File: src/rtl/cpu_ctrl_pkg.sv
// Shared encodings for the multicycle MIPS-subset control path: opcodes, functs,
// FSM states, datapath mux selects and exception vectors.
package cpu_ctrl_pkg;

  localparam logic [5:0] OP_RTYPE = 6'h00;
  localparam logic [5:0] OP_J     = 6'h02;
  localparam logic [5:0] OP_JAL   = 6'h03;
  localparam logic [5:0] OP_BEQ   = 6'h04;
  localparam logic [5:0] OP_BNE   = 6'h05;
  localparam logic [5:0] OP_ADDI  = 6'h08;
  localparam logic [5:0] OP_LUI   = 6'h0F;
  localparam logic [5:0] OP_LW    = 6'h23;
  localparam logic [5:0] OP_SW    = 6'h2B;

  localparam logic [5:0] FN_JR  = 6'h08;
  localparam logic [5:0] FN_ADD = 6'h20;
  localparam logic [5:0] FN_SUB = 6'h22;
  localparam logic [5:0] FN_AND = 6'h24;
  localparam logic [5:0] FN_SLT = 6'h2A;

  localparam logic [7:0] EXC_VEC_OPC = 8'd253;
  localparam logic [7:0] EXC_VEC_OVF = 8'd254;

  // R-type ALU ops get their own execute state so alu_op stays a function of state alone
  typedef enum logic [4:0] {
    S_RESET     = 5'd0,
    S_FETCH     = 5'd1,
    S_DECODE    = 5'd2,
    S_EXEC_ADD  = 5'd3,
    S_EXEC_SUB  = 5'd4,
    S_EXEC_AND  = 5'd5,
    S_EXEC_SLT  = 5'd6,
    S_WB_R      = 5'd7,
    S_JR        = 5'd8,
    S_EXEC_I    = 5'd9,
    S_WB_I      = 5'd10,
    S_ADDR_LW   = 5'd11,
    S_ADDR_SW   = 5'd12,
    S_MEM_RD    = 5'd13,
    S_WB_LW     = 5'd14,
    S_MEM_WR    = 5'd15,
    S_BRANCH_EQ = 5'd16,
    S_BRANCH_NE = 5'd17,
    S_LUI       = 5'd18,
    S_JUMP      = 5'd19,
    S_JAL       = 5'd20,
    S_EXC_OPC   = 5'd21,
    S_EXC_OVF   = 5'd22
  } state_t;

  typedef enum logic [2:0] {
    ALU_ADD    = 3'd0,
    ALU_SUB    = 3'd1,
    ALU_AND    = 3'd2,
    ALU_OR     = 3'd3,
    ALU_SLT    = 3'd4,
    ALU_PASS_B = 3'd5
  } alu_op_t;

  typedef enum logic [1:0] {
    SRC_B_REG    = 2'd0,
    SRC_B_FOUR   = 2'd1,
    SRC_B_IMM    = 2'd2,
    SRC_B_IMM_SH = 2'd3
  } src_b_t;

  typedef enum logic [1:0] {
    DST_RT = 2'd0,
    DST_RD = 2'd1,
    DST_RA = 2'd2,
    DST_SP = 2'd3
  } reg_dst_t;

  typedef enum logic [2:0] {
    M2R_ALUOUT = 3'd0,
    M2R_MDR    = 3'd1,
    M2R_PC     = 3'd2,
    M2R_IMM_HI = 3'd3,
    M2R_SP     = 3'd4
  } mem_to_reg_t;

  typedef enum logic [1:0] {
    PCS_ALU    = 2'd0,
    PCS_ALUOUT = 2'd1,
    PCS_JUMP   = 2'd2,
    PCS_EXC    = 2'd3
  } pc_source_t;

  function automatic logic is_wait_state(input state_t s);
    return (s == S_FETCH) || (s == S_MEM_RD) || (s == S_MEM_WR);
  endfunction

  function automatic logic [7:0] exc_vector(input logic cause);
    return cause ? EXC_VEC_OVF : EXC_VEC_OPC;
  endfunction

endpackage

File: src/rtl/multicycle_ctrl_timer.sv
// Memory wait-state down-counter: loads a wait count, counts to zero, flags done.
module mem_wait_timer #(
  parameter int unsigned WIDTH = 4
) (
  input  logic             clock,
  input  logic             reset,
  input  logic             load,
  input  logic [WIDTH-1:0] load_val,
  output logic             done
);

  logic [WIDTH-1:0] count;

  always_ff @(posedge clock or posedge reset) begin
    if (reset) begin
      count <= '0;
    end else if (load) begin
      count <= load_val;
    end else if (count != '0) begin
      count <= count - 1'b1;
    end
  end

  assign done = (count == '0);

endmodule

File: src/rtl/multicycle_ctrl.sv
// Moore control FSM for the multicycle MIPS-subset datapath with parametrised
// memory wait states and precise bad-opcode / overflow exceptions.
module multicycle_ctrl
  import cpu_ctrl_pkg::*;
#(
  parameter int unsigned MEM_WAIT = 1,
  parameter int unsigned SP_INIT  = 227
) (
  input  logic       clock,
  input  logic       reset,
  input  logic [5:0] opcode,
  input  logic [5:0] funct,
  input  logic       zero,
  input  logic       overflow,
  output logic       pc_write,
  output logic       pc_write_cond,
  output logic       branch_ne,
  output logic       mem_write,
  output logic       ir_write,
  output logic       reg_write,
  output logic       epc_write,
  output logic       iord,
  output logic       alu_src_a,
  output logic [1:0] alu_src_b,
  output logic [2:0] alu_op,
  output logic [1:0] reg_dst,
  output logic [2:0] mem_to_reg,
  output logic [1:0] pc_source,
  output logic       exc_cause,
  output logic [4:0] state_dbg
);

  if (MEM_WAIT > 15) begin : g_param_check
    $error("multicycle_ctrl: MEM_WAIT=%0d exceeds 4-bit wait counter (SP_INIT=%0d)",
           MEM_WAIT, SP_INIT);
  end

  state_t state;
  state_t state_next;
  logic   wait_done;
  logic   wait_load;

  // Branch condition gating on zero happens in the datapath.
  logic   unused_zero;
  assign unused_zero = zero;

  always_ff @(posedge clock or posedge reset) begin
    if (reset) begin
      state <= S_RESET;
    end else begin
      state <= state_next;
    end
  end

  assign wait_load = is_wait_state(state_next) && (state_next != state);

  mem_wait_timer #(
    .WIDTH (4)
  ) u_timer (
    .clock    (clock),
    .reset    (reset),
    .load     (wait_load),
    .load_val (4'(MEM_WAIT)),
    .done     (wait_done)
  );

  always_comb begin
    state_next = S_RESET;
    case (state)
      S_RESET:  state_next = S_FETCH;
      S_FETCH:  state_next = wait_done ? S_DECODE : S_FETCH;
      S_DECODE: begin
        case (opcode)
          OP_RTYPE: begin
            case (funct)
              FN_ADD:  state_next = S_EXEC_ADD;
              FN_SUB:  state_next = S_EXEC_SUB;
              FN_AND:  state_next = S_EXEC_AND;
              FN_SLT:  state_next = S_EXEC_SLT;
              FN_JR:   state_next = S_JR;
              default: state_next = S_EXC_OPC;
            endcase
          end
          OP_ADDI: state_next = S_EXEC_I;
          OP_LW:   state_next = S_ADDR_LW;
          OP_SW:   state_next = S_ADDR_SW;
          OP_BEQ:  state_next = S_BRANCH_EQ;
          OP_BNE:  state_next = S_BRANCH_NE;
          OP_LUI:  state_next = S_LUI;
          OP_J:    state_next = S_JUMP;
          OP_JAL:  state_next = S_JAL;
          default: state_next = S_EXC_OPC;
        endcase
      end
      S_EXEC_ADD, S_EXEC_SUB: state_next = overflow ? S_EXC_OVF : S_WB_R;
      S_EXEC_AND, S_EXEC_SLT: state_next = S_WB_R;
      S_EXEC_I:  state_next = overflow ? S_EXC_OVF : S_WB_I;
      S_ADDR_LW: state_next = S_MEM_RD;
      S_ADDR_SW: state_next = S_MEM_WR;
      S_MEM_RD:  state_next = wait_done ? S_WB_LW : S_MEM_RD;
      S_MEM_WR:  state_next = wait_done ? S_FETCH : S_MEM_WR;
      S_WB_R, S_WB_I, S_WB_LW, S_JR, S_BRANCH_EQ, S_BRANCH_NE,
      S_LUI, S_JUMP, S_JAL, S_EXC_OPC, S_EXC_OVF: state_next = S_FETCH;
      default:   state_next = S_RESET;
    endcase
  end

  // Outputs are held at zero while reset is asserted so no strobe survives the
  // assertion edge; the RESET state's SP write happens in the first released cycle.
  always_comb begin
    pc_write      = 1'b0;
    pc_write_cond = 1'b0;
    branch_ne     = 1'b0;
    mem_write     = 1'b0;
    ir_write      = 1'b0;
    reg_write     = 1'b0;
    epc_write     = 1'b0;
    iord          = 1'b0;
    alu_src_a     = 1'b0;
    alu_src_b     = SRC_B_REG;
    alu_op        = ALU_ADD;
    reg_dst       = DST_RT;
    mem_to_reg    = M2R_ALUOUT;
    pc_source     = PCS_ALU;
    exc_cause     = 1'b0;
    if (!reset) begin
      case (state)
        S_RESET: begin
          reg_write  = 1'b1;
          reg_dst    = DST_SP;
          mem_to_reg = M2R_SP;
        end
        S_FETCH: begin
          if (wait_done) begin
            ir_write  = 1'b1;
            pc_write  = 1'b1;
            alu_src_b = SRC_B_FOUR;
            alu_op    = ALU_ADD;
            pc_source = PCS_ALU;
          end
        end
        S_DECODE: begin
          alu_src_b = SRC_B_IMM_SH;
          alu_op    = ALU_ADD;
        end
        S_EXEC_ADD: alu_src_a = 1'b1;
        S_EXEC_SUB: begin
          alu_src_a = 1'b1;
          alu_op    = ALU_SUB;
        end
        S_EXEC_AND: begin
          alu_src_a = 1'b1;
          alu_op    = ALU_AND;
        end
        S_EXEC_SLT: begin
          alu_src_a = 1'b1;
          alu_op    = ALU_SLT;
        end
        S_WB_R: begin
          reg_write  = 1'b1;
          reg_dst    = DST_RD;
          mem_to_reg = M2R_ALUOUT;
        end
        S_JR: begin
          alu_src_a = 1'b1;
          pc_source = PCS_ALU;
          pc_write  = 1'b1;
        end
        S_EXEC_I, S_ADDR_LW, S_ADDR_SW: begin
          alu_src_a = 1'b1;
          alu_src_b = SRC_B_IMM;
          alu_op    = ALU_ADD;
        end
        S_WB_I: begin
          reg_write = 1'b1;
          reg_dst   = DST_RT;
        end
        S_MEM_RD: iord = 1'b1;
        S_WB_LW: begin
          reg_write  = 1'b1;
          reg_dst    = DST_RT;
          mem_to_reg = M2R_MDR;
        end
        S_MEM_WR: begin
          iord      = 1'b1;
          mem_write = 1'b1;
        end
        S_BRANCH_EQ, S_BRANCH_NE: begin
          alu_src_a     = 1'b1;
          alu_op        = ALU_SUB;
          pc_write_cond = 1'b1;
          pc_source     = PCS_ALUOUT;
          branch_ne     = (state == S_BRANCH_NE);
        end
        S_LUI: begin
          reg_write  = 1'b1;
          reg_dst    = DST_RT;
          mem_to_reg = M2R_IMM_HI;
        end
        S_JUMP: begin
          pc_write  = 1'b1;
          pc_source = PCS_JUMP;
        end
        S_JAL: begin
          reg_write  = 1'b1;
          reg_dst    = DST_RA;
          mem_to_reg = M2R_PC;
          pc_write   = 1'b1;
          pc_source  = PCS_JUMP;
        end
        S_EXC_OPC, S_EXC_OVF: begin
          epc_write = 1'b1;
          alu_src_b = SRC_B_FOUR;
          alu_op    = ALU_SUB;
          pc_write  = 1'b1;
          pc_source = PCS_EXC;
          exc_cause = (state == S_EXC_OVF);
        end
        default: ;
      endcase
    end
  end

  assign state_dbg = state;

endmodule

File: config.mk
export PLATFORM = sky130hd
export DESIGN_NAME = multicycle_ctrl
export DESIGN_NICKNAME = d
export VERILOG_FILES = /design/src/rtl/cpu_ctrl_pkg.sv /design/src/rtl/multicycle_ctrl_timer.sv /design/src/rtl/multicycle_ctrl.sv
export SDC_FILE = /design/constraint.sdc
export NUM_CORES = 1
export LEC_CHECK = 0
export BUFFER_PORTS_ARGS = -buffer_cell sky130_fd_sc_hd__buf_2
export CAP_MARGIN = 25
export CORE_MARGIN = 2
export CORE_UTILIZATION = 40
export CTS_BUF_LIST = sky130_fd_sc_hd__clkbuf_2 sky130_fd_sc_hd__clkbuf_4 sky130_fd_sc_hd__clkbuf_8
export CTS_CLUSTER_DIAMETER = 30
export DETAILED_ROUTE_END_ITERATION = 10
export GPL_ROUTABILITY_DRIVEN = 0
export GPL_TIMING_DRIVEN = 0
export PLACE_DENSITY = 0.74
export SETUP_SLACK_MARGIN = 0.15
export SLEW_MARGIN = 15
export SYNTH_ARGS = -nofsm -noshare
export SYNTH_HDL_FRONTEND = slang
export SYNTH_SLANG_ARGS = --single-unit
File: constraint.sdc
create_clock -name clock -period 3.15 [get_ports clock]
set_input_delay 0.315 -clock clock [delete_from_list [all_inputs] [get_ports clock]]
set_output_delay 0.315 -clock clock [all_outputs]
set_load 0.02 [all_outputs]
# Yosys cells after proc, flatten, opt, wreduce, memory -nomap -nowiden
# Cells that the tools add are included.
[op_classes] n_reduce_logical=20 n_addsub=1 n_mux=42 eq_ne=39
[op_table] operator="== test 5 x 4 -> 1 bit (second input constant)" count=10
[op_table] operator="one-hot mux 5 bit (10 select lines)" count=1
[op_table] operator="one-hot mux 5 bit (9 select lines)" count=1
[op_table] operator="== test 6 bit (second input constant)" count=6
[op_table] operator="== test 5 bit (second input constant)" count=7
[op_table] operator="one-hot mux 5 bit (5 select lines)" count=1
[op_table] operator="2-to-1 mux 1 bit" count=21
[op_table] operator="== test 5 x 3 -> 1 bit (second input constant)" count=4
[op_table] operator="== test 6 x 4 -> 1 bit (second input constant)" count=3
[op_table] operator="== test 6 x 2 -> 1 bit (second input constant)" count=2
[op_table] operator="== test 6 x 3 -> 1 bit (second input constant)" count=2
[op_table] operator="2-to-1 mux 4 bit" count=3
[op_table] operator="one-hot mux 2 bit (3 select lines)" count=2
[op_table] operator="one-hot mux 3 bit (4 select lines)" count=1
[op_table] operator="OR reduction 12 bit" count=1
[op_table] operator="OR reduction 2 bit" count=6
[op_table] operator="== test 5 x 1 -> 1 bit (second input constant)" count=2
[op_table] operator="== test 5 x 2 -> 1 bit (second input constant)" count=2
[op_table] operator="2-to-1 mux 2 bit" count=5
[op_table] operator="2-to-1 mux 5 bit" count=2
[op_table] operator="OR reduction 10 bit" count=1
[op_table] operator="OR reduction 5 bit" count=2
[op_table] operator="one-hot mux 3 bit (3 select lines)" count=1
[op_table] operator="one-hot mux 2 bit (4 select lines)" count=1
[op_table] operator="13 further kinds" count=15
[word_totals] in_bits=16 reg_bits=9 output_inout_bits=27 word_cells=104

# Logic depth before layout (Yosys ltp)
# Gate-level depths: netlist of the first run.
[depth] word_depth=9 mapped_depth=9 mapped_depth_nobuf=9

# Hierarchy
# Synthesis of the first run repeated with hierarchy kept, for this count alone.
[hier_totals] hier_cells=212 hier_area_um2=1467.7
[by_module_without_submodules] module="multicycle_ctrl" area_per_inst_um2=1231.2 cells_per_inst=189 seq_area_each_um2=125.1 n_inst=1
[by_module_without_submodules] module="mem_wait_timer" area_per_inst_um2=236.5 cells_per_inst=23 seq_area_each_um2=100.1 n_inst=1

# Worst setup path after synthesis of the first run
# OpenSTA, ideal clock, no wires.
[synth_path] path_kind="register -> output" from="register state[2], in the netlist state_dbg[2]" to="output port reg_dst[0]" path_slack_ns=0.336 arrival_ns=2.499 path_buffers=3 t_required_ns=2.835 path_stages_with_launch=6 path_cell_list="dfrtp_1 > buf_2 > clkbuf_1 > buf_1 > nand2_1 > a2111oi_0"
[synth_between] elab_chain_cells=3 elab_cells_between_ends=5 cone_classes="eq/ne: 2; mux: 2; reduce/logical: 1"
[synth_rtl] element="from (decl)" line="multicycle_ctrl.sv:38" source="state_t state;"
[synth_rtl] element="from (signal assigned)" line="multicycle_ctrl.sv:51" source="state <= state_next;"
[synth_rtl] element="== test 5 bit (tied with other cells)" line="multicycle_ctrl.sv:127" source="case (state)"
[synth_rtl] element="one-hot mux 2 bit (3 select lines) (*)" line="multicycle_ctrl.sv:127"
[synth_rtl] element="2-to-1 mux 2 bit (*)" line="multicycle_ctrl.sv:126" source="if (!reset) begin"
[synth_rtl] element="to (decl)" line="multicycle_ctrl.sv:26" source="output logic [1:0] reg_dst,"
# Mark *: on every way between the ends. The rest lies on a longest branch, timed or not.

# Final worst setup path of the first run
[layout_path] from="register u_timer.count[0]" to="register u_timer.count[3]"
[layout_between] elab_chain_cells=8 elab_cells_between_ends=17 cone_classes="add/sub: 1; eq/ne: 4; mux: 6; reduce/logical: 6"
[layout_rtl] element="from (decl)" line="multicycle_ctrl_timer.sv:12" source="logic [WIDTH-1:0] count;"
[layout_rtl] element="from (signal assigned)" line="multicycle_ctrl_timer.sv:18" source="count <= load_val;"
[layout_rtl] element="from (signal assigned)" line="multicycle_ctrl_timer.sv:20" source="count <= count - 1'b1;"
[layout_rtl] element="logical NOT 4 bit" line="multicycle_ctrl_timer.sv:24" source="assign done = (count == '0);"
[layout_rtl] element="2-to-1 mux 2 bit or 2-to-1 mux 4 bit (tied branches)" line="multicycle_ctrl.sv:71, multicycle_ctrl.sv:100, multicycle_ctrl.sv:101"
[layout_rtl] element="one-hot mux 5 bit (10 select lines)" line="multicycle_ctrl.sv:69" source="case (state)"
[layout_rtl] element="== test 5 x 1 -> 1 bit or == test 5 x 4 -> 1 bit (tied branches)" line="cpu_ctrl_pkg.sv:90" source="return (s == S_FETCH) || (s == S_MEM_RD) || (s == S_MEM_WR);"
[layout_rtl] element="logical OR 1 bit (2 in a row)" line="cpu_ctrl_pkg.sv:90"
[layout_rtl] element="logical AND 1 bit" line="multicycle_ctrl.sv:55" source="assign wait_load = is_wait_state(state_next) && (state_next != state);"
[layout_rtl] element="2-to-1 mux 4 bit or nonzero test 2 bit (tied branches)"
# Several ways; a longest one is shown, not always the timed one. The select of a mux whose other input is x is not followed.
# A chain may end at the register's enable or synchronous reset.

==> run metrics, run 1 <==
status complete, no violations; Core Rows 22; initial antenna violation count 0; Synth cell types 56; top cells by area, synth dfrtp_1 (15%), nor3_1 (6.9%), a21oi_1 (6.6%), nand2_1 (5.0%), nor2_1 (3.5%); share of cells above drive strength 1 0.271; Comb pwr share 0.774; pwr/cell area 861 mW/mm^2; r2r endpoint u_timer.count[3]$_DFFE_PP0P_; Detailed Place HPWL 3.14 mm; setup_tns 0 ns; Residual DRC 0; die area 0.00429 sq mm; Worst-path clk slew 0.05 ns; WL per Instance 13.0 um; Synth warnings 0; initial DRC count 159; Period Utilization, post-route 0.876; register area share after synthesis 0.149; flop2flop setup slack 0.39 ns; Yosys top cell by area dfrtp_1; H-tree depth 1; sequential power share 0.135; critical path endpoint category flop; clk_skew 0.00603 ns; Net Sw Frac 0.537; antenna fix cells 0; Slew @ Worst Pin 0.722 ns; Mapped Nets 237; Synth Area per Inst 6.91 sq um; Inserted Clock Buffers 3; largest net degree at the start of global routing 12; post-route antenna net violation count 0; chip height 65.5 um; Final #Nets 281; Commonest cells post-synth nor3_1 (21), a21oi_1 (20), nand2_1 (20); root buf cell clkbuf_8; Max VDD drop 230 uV; Mapped Cells 219; hold-fix buffers at CTS 0; RSZ-0062 raised after global routing false; switching power 842 uW; Core Area 0.00366 sq mm; vias per cell 5.67; f_max 362 MHz; min Tclk post-route 2.76 ns; final WL 4.04 mm; All-Layer GR Usage 0.189; Leak 0.774 nW; clk sinks 9; CTS max path bufs 2; Vias 1758; Starting Density 0.413; Synth Cell Area 0.00151 sq mm; CTS tree done; count leader, synth nor3_1; Hold Slack 0.123 ns; Worst Path Arrival 2.86 ns; Final Slew Violations 0; CP Class reg -> reg; Max-Cap Viols 0; HP Class in -> async; die width 65.5 um; EDFF count, synth 0; Clk pwr share 0.091; I/O pin total 43; main flop type after synthesis dfrtp_1; PortBufs 39; Relative slew margins 0.506; # setup viols final 0; P&R area growth vs syn 20.2%; FF-to-FF Start u_timer.count[0]$_DFFE_PP0P_; first-pass GRT wire length 6.67 mm; CP startpoint kind flop; crit-path max FO 5; DRT Pass-1 Iters 4; final hold vios 0; top-area cell type share of the netlist area 0.149; async set-reset flop share out of synthesis 1.00; register bit count reported by yosys 9; FF-to-FF path depth 9; Setup Fix Bufs, Post-CTS 0; clk_lat worst skew 0.24 ns; GRT Residual Overflow 0; vias in the first global route 1507; fill cell count 378; Cell Int Power 724 uW; Crit path required time 3.25 ns
worst max-delay path by stage:
stage | start | end | slack (ns) | cells after the start
2_1_floorplan | state_dbg[2]$_DFF_PP0_ | reg_dst[0] | 0.34 | 5
3_3_place_gp | u_timer.count[0]$_DFFE_PP0P_ | u_timer.count[1]$_DFFE_PP0P_ | 0.48 | 9
3_5_place_dp | u_timer.count[0]$_DFFE_PP0P_ | u_timer.count[3]$_DFFE_PP0P_ | 0.42 | 9
4_1_cts | state_dbg[1]$_DFF_PP0_ | alu_src_b[0] | 0.39 | 7
5_1_grt | u_timer.count[0]$_DFFE_PP0P_ | u_timer.count[3]$_DFFE_PP0P_ | 0.16 | 9
6_report | u_timer.count[0]$_DFFE_PP0P_ | u_timer.count[3]$_DFFE_PP0P_ | 0.39 | 9
power groups by stage:
stage | combinational, mW | sequential [mW] | clock, mW
2_1_floorplan | 0.903 | 0.233 | 0
3_3_place_gp | 1.19 | 0.213 | 0
3_5_place_dp | 1.19 | 0.214 | 0
4_1_cts | 1.20 | 0.212 | 0.145
5_1_grt | 1.33 | 0.219 | 0.150
6_report | 1.21 | 0.211 | 0.142
worst max-delay path, stage by stage (launching register included):
cell       delay (ns)
dfrtp_1          0.38
inv_1            0.10
ha_1             0.22
nor3b_2          0.35
a211oi_1         0.08
a2111oi_0        0.66
or2_2            0.23
a211oi_2         0.07
a221oi_2         0.43
nor2_1           0.10
state kept, by name (all words and copies together), names as in the netlist:
| register | count |
|---|---|
| state_dbg | 5 |
| u_timer.count | 4 |
layout make-up:
type | instances | area [sq um] | area share
Clock buffer | 4 | 48.8 | 0.0268
Tap cell | 48 | 60.1 | 0.0330
Sequential cell | 9 | 225 | 0.124
Timing Repair Buffer | 39 | 195 | 0.107
Buffer | 20 | 109 | 0.0599
Inverter | 11 | 41.3 | 0.0227
Multi-Input combinational cell | 179 | 1140 | 0.626
cell usage in the layout (no fill, tap or decap), types with 5 or more instances in the layout:
cell type / synthesis / routed
xnor2_1: 5 / 5
inv_1: 11 / 11
a21oi_1: 20 / 20
buf_2: 8 / 47
nor2_1: 14 / 14
nand2_1: 20 / 20
nand2b_1: 7 / 7
nor3_1: 21 / 21
or2_2: 6 / 6
nand3_1: 6 / 6
o21ai_0: 7 / 7
or3_1: 6 / 6
dfrtp_1: 9 / 9
metrics by stage:
stage / power (mW) / util / instances / cell area (sq um) / setup slack (ns)
CTS: 1.56 / 0.496 / 310 / 1820 / 0.390
finish: 1.57 / 0.497 / 310 / 1820 / 0.389
detailed placement: 1.41 / 0.483 / 306 / 1770 / 0.420
floorplan: 1.14 / - / 219 / 1510 / 0.336
global route: 1.70 / 0.497 / 310 / 1820 / 0.156
global placement: 1.40 / 0.483 / 306 / 1770 / 0.476
cells by family after synthesis:
kind of cell               count (synthesis)  synth area share
and+or+nand+nor                          105             0.378
AOI/OAI and AO/OA                         63             0.304
buffers and inverters                     31            0.0984
DFF                                        9             0.149
xor gates and xnor gates                   7            0.0405
muxes                                      2            0.0141
adders and majority gates                  2            0.0165
timing repair:
action                                  CTS  global route
endpoints found under the setup margin    0             2
hold endpoints to repair                  0             0
gates resized for setup                   0             2
metal layers:
metal  global-route usage  part of all wire  vias to the layer above  routed length [um]
met1                0.264              0.46                      783                1850
met3               0.0205             0.066                        2                 265
met5                    0                 0                        -                   0
met2                0.319              0.47                       75                1920
met4               0.0313            0.0020                        0                   8
li1                     -                 -                      898                   -
(Power assumes the default switching activity.)
==> inputs of run 2 (changes only) <==
- CELL_PAD_IN_SITES_DETAIL_PLACEMENT: unset -> 2
- CELL_PAD_IN_SITES_GLOBAL_PLACEMENT: unset -> 2
- CORE_UTILIZATION: 40 -> 29
- PLACE_DENSITY: 0.74 -> 0.93
==> run 2 against run 1 <==
Design area is 1.9% higher. Total power rose by 8.1%. Largest cell class unchanged. Via count rose by 5.5%. Critical path type unchanged. Sequential power up 4%. Non-clock buffer count is the same. Highest routed layer unchanged.
==> run metrics, run 2 (same netlist as run 1, synthesis figures left out) <==
post-route cell area 0.00185 sq mm; status complete, no violations; Max stage delay on crit path 0.46 ns; Power Total 1.69 mW; CTS tree done; most used cell, CP nor3_1; I/O pin total 43; commonest non-fill, non-tap cell in the layout buf_2; min Tclk post-route 2.85 ns; chip height 76.2 um; flip-flop and latch area 225 sq um; initial antenna violation count 0; Starting Density 0.298; Hold Slack 0.126 ns; pwr/cell area 914 mW/mm^2; Period Utilization, post-route 0.905; final hold vios 0; CP startpoint kind flop; initial DRC count 61; Crit path required time 3.24 ns; Worst-path clk slew 0.05 ns; area occupied by multi-input gates 0.00114 sq mm; Worst Path Arrival 2.95 ns; Slowest cell on crit path a221oi_2; Core Rows 26; vias in the first global route 2028; final worst setup slack 0.298 ns; DRT Pass-1 Iters 4; largest net degree at the start of global routing 12; critical path endpoint category flop; Post-Layout Cell Count 332; Residual DRC 0; P&R area growth vs syn 22.4%; Final Slew Violations 0; GRT Residual Overflow 0; pre-CTS WS 0.141 ns; clk_skew 0.00186 ns; flop2flop setup slack 0.30 ns; Max-Cap Viols 0; share of cells above drive strength 1 0.275; All-Layer GR Usage 0.207; Core Area 0.00507 sq mm; Detailed Place HPWL 4.66 mm; DP Area 0.00180 sq mm; CP Class reg -> reg; HP Class in -> async; CTS max path bufs 2; RSZ-0062 raised after global routing false; Relative slew margins 0.662; fill cell count 644; FF-to-FF Start u_timer.count[0]$_DFFE_PP0P_; max reg flops 5; Vias 1855; clk sinks 9; Final Util 0.365; f_max 351 MHz; cell breakdown of the critical path inv_1 -> ha_1 -> nor3b_2 -> nor3_1 -> a221o_1 -> or3_1 -> a221oi_2 -> nor3_1; setup_tns 0 ns; Leak 0.776 nW; Final #Nets 281; root buf cell clkbuf_8; WL per Instance 17.8 um; r2r endpoint u_timer.count[2]$_DFFE_PP0P_; vias per cell 5.59; post-route antenna net violation count 0; Max VDD drop 237 uV; # setup viols final 0; H-tree depth 1; die width 76.2 um; Inserted Clock Buffers 3; clk_lat worst skew 0.24 ns; commonest cells after routing, fill and taps aside buf_2 (47), nor3_1 (21), nand2_1 (20), a21oi_1 (20), nor2_1 (14); crit-path max FO 5; FF-to-FF path depth 8; PortBufs 39; antenna fix cells 0; first-pass GRT wire length 10.1 mm; die area 0.00581 sq mm; Inst Count DP 328; final WL 5.92 mm; Slew @ Worst Pin 0.507 ns
-- run 2: cell types whose count changed in the layout (fill, tap and decap cells not counted) --
cell and change:
a2111oi_0 -1, a2111oi_2 +1
-- run 2: per-layer routing --
| metal | global-route usage | share of wire |
|---|---|---|
| met1 | 0.243 | 0.43 |
| met2 | 0.391 | 0.53 |
| met3 | 0.0332 | 0.038 |
| met4 | 0.0418 | 0.0054 |
| met5 | 0 | 0 |
-- run 2: power breakdown --
group | switching [mW] | internal (mW)
clock | 0.0479 | 0.0970
sequential | 0.0490 | 0.170
combinational | 0.861 | 0.467
total | 0.958 | 0.734
-- run 2: worst max-delay path by stage --
stage	startpoint	endpoint	slack, ns	cells past startpoint
3_3_place_gp	u_timer.count[0]$_DFFE_PP0P_	u_timer.count[1]$_DFFE_PP0P_	0.43	9
4_1_cts	state_dbg[1]$_DFF_PP0_	reg_write	0.19	8
3_5_place_dp	u_timer.count[0]$_DFFE_PP0P_	u_timer.count[1]$_DFFE_PP0P_	0.14	9
2_1_floorplan	state_dbg[2]$_DFF_PP0_	reg_dst[0]	0.34	5
6_report	u_timer.count[0]$_DFFE_PP0P_	u_timer.count[2]$_DFFE_PP0P_	0.30	8
5_1_grt	state_dbg[2]$_DFF_PP0_	reg_dst[0]	0.16	6
-- run 2: worst max-delay path, delay by kind of cell, from the launching register on --
family | cells | cell delay [ns]
flip-flops | 1 | 0.40
AND/OR/NAND/NOR | 4 | 1.04
adder cells (fa/ha/maj) | 1 | 0.26
buffers and inverters | 1 | 0.14
AO/OA/AOI/OAI | 2 | 0.88
-- run 2: final cells by class --
type | instances | area share
Multi-Input combinational cell | 179 | 0.618
Timing Repair Buffer | 39 | 0.105
Clock buffer | 4 | 0.0264
Inverter | 11 | 0.0223
Sequential cell | 9 | 0.122
Tap cell | 70 | 0.0473
Buffer | 20 | 0.0588
-- run 2: repair_timing --
| action | CTS | global route |
|---|---|---|
| hold buffers | 0 | 0 |
| endpoints found under the setup margin | 4 | 7 |
| setup buffers | 0 | 0 |
| pin swaps | 0 | 0 |
| resized for setup | 1 | 3 |
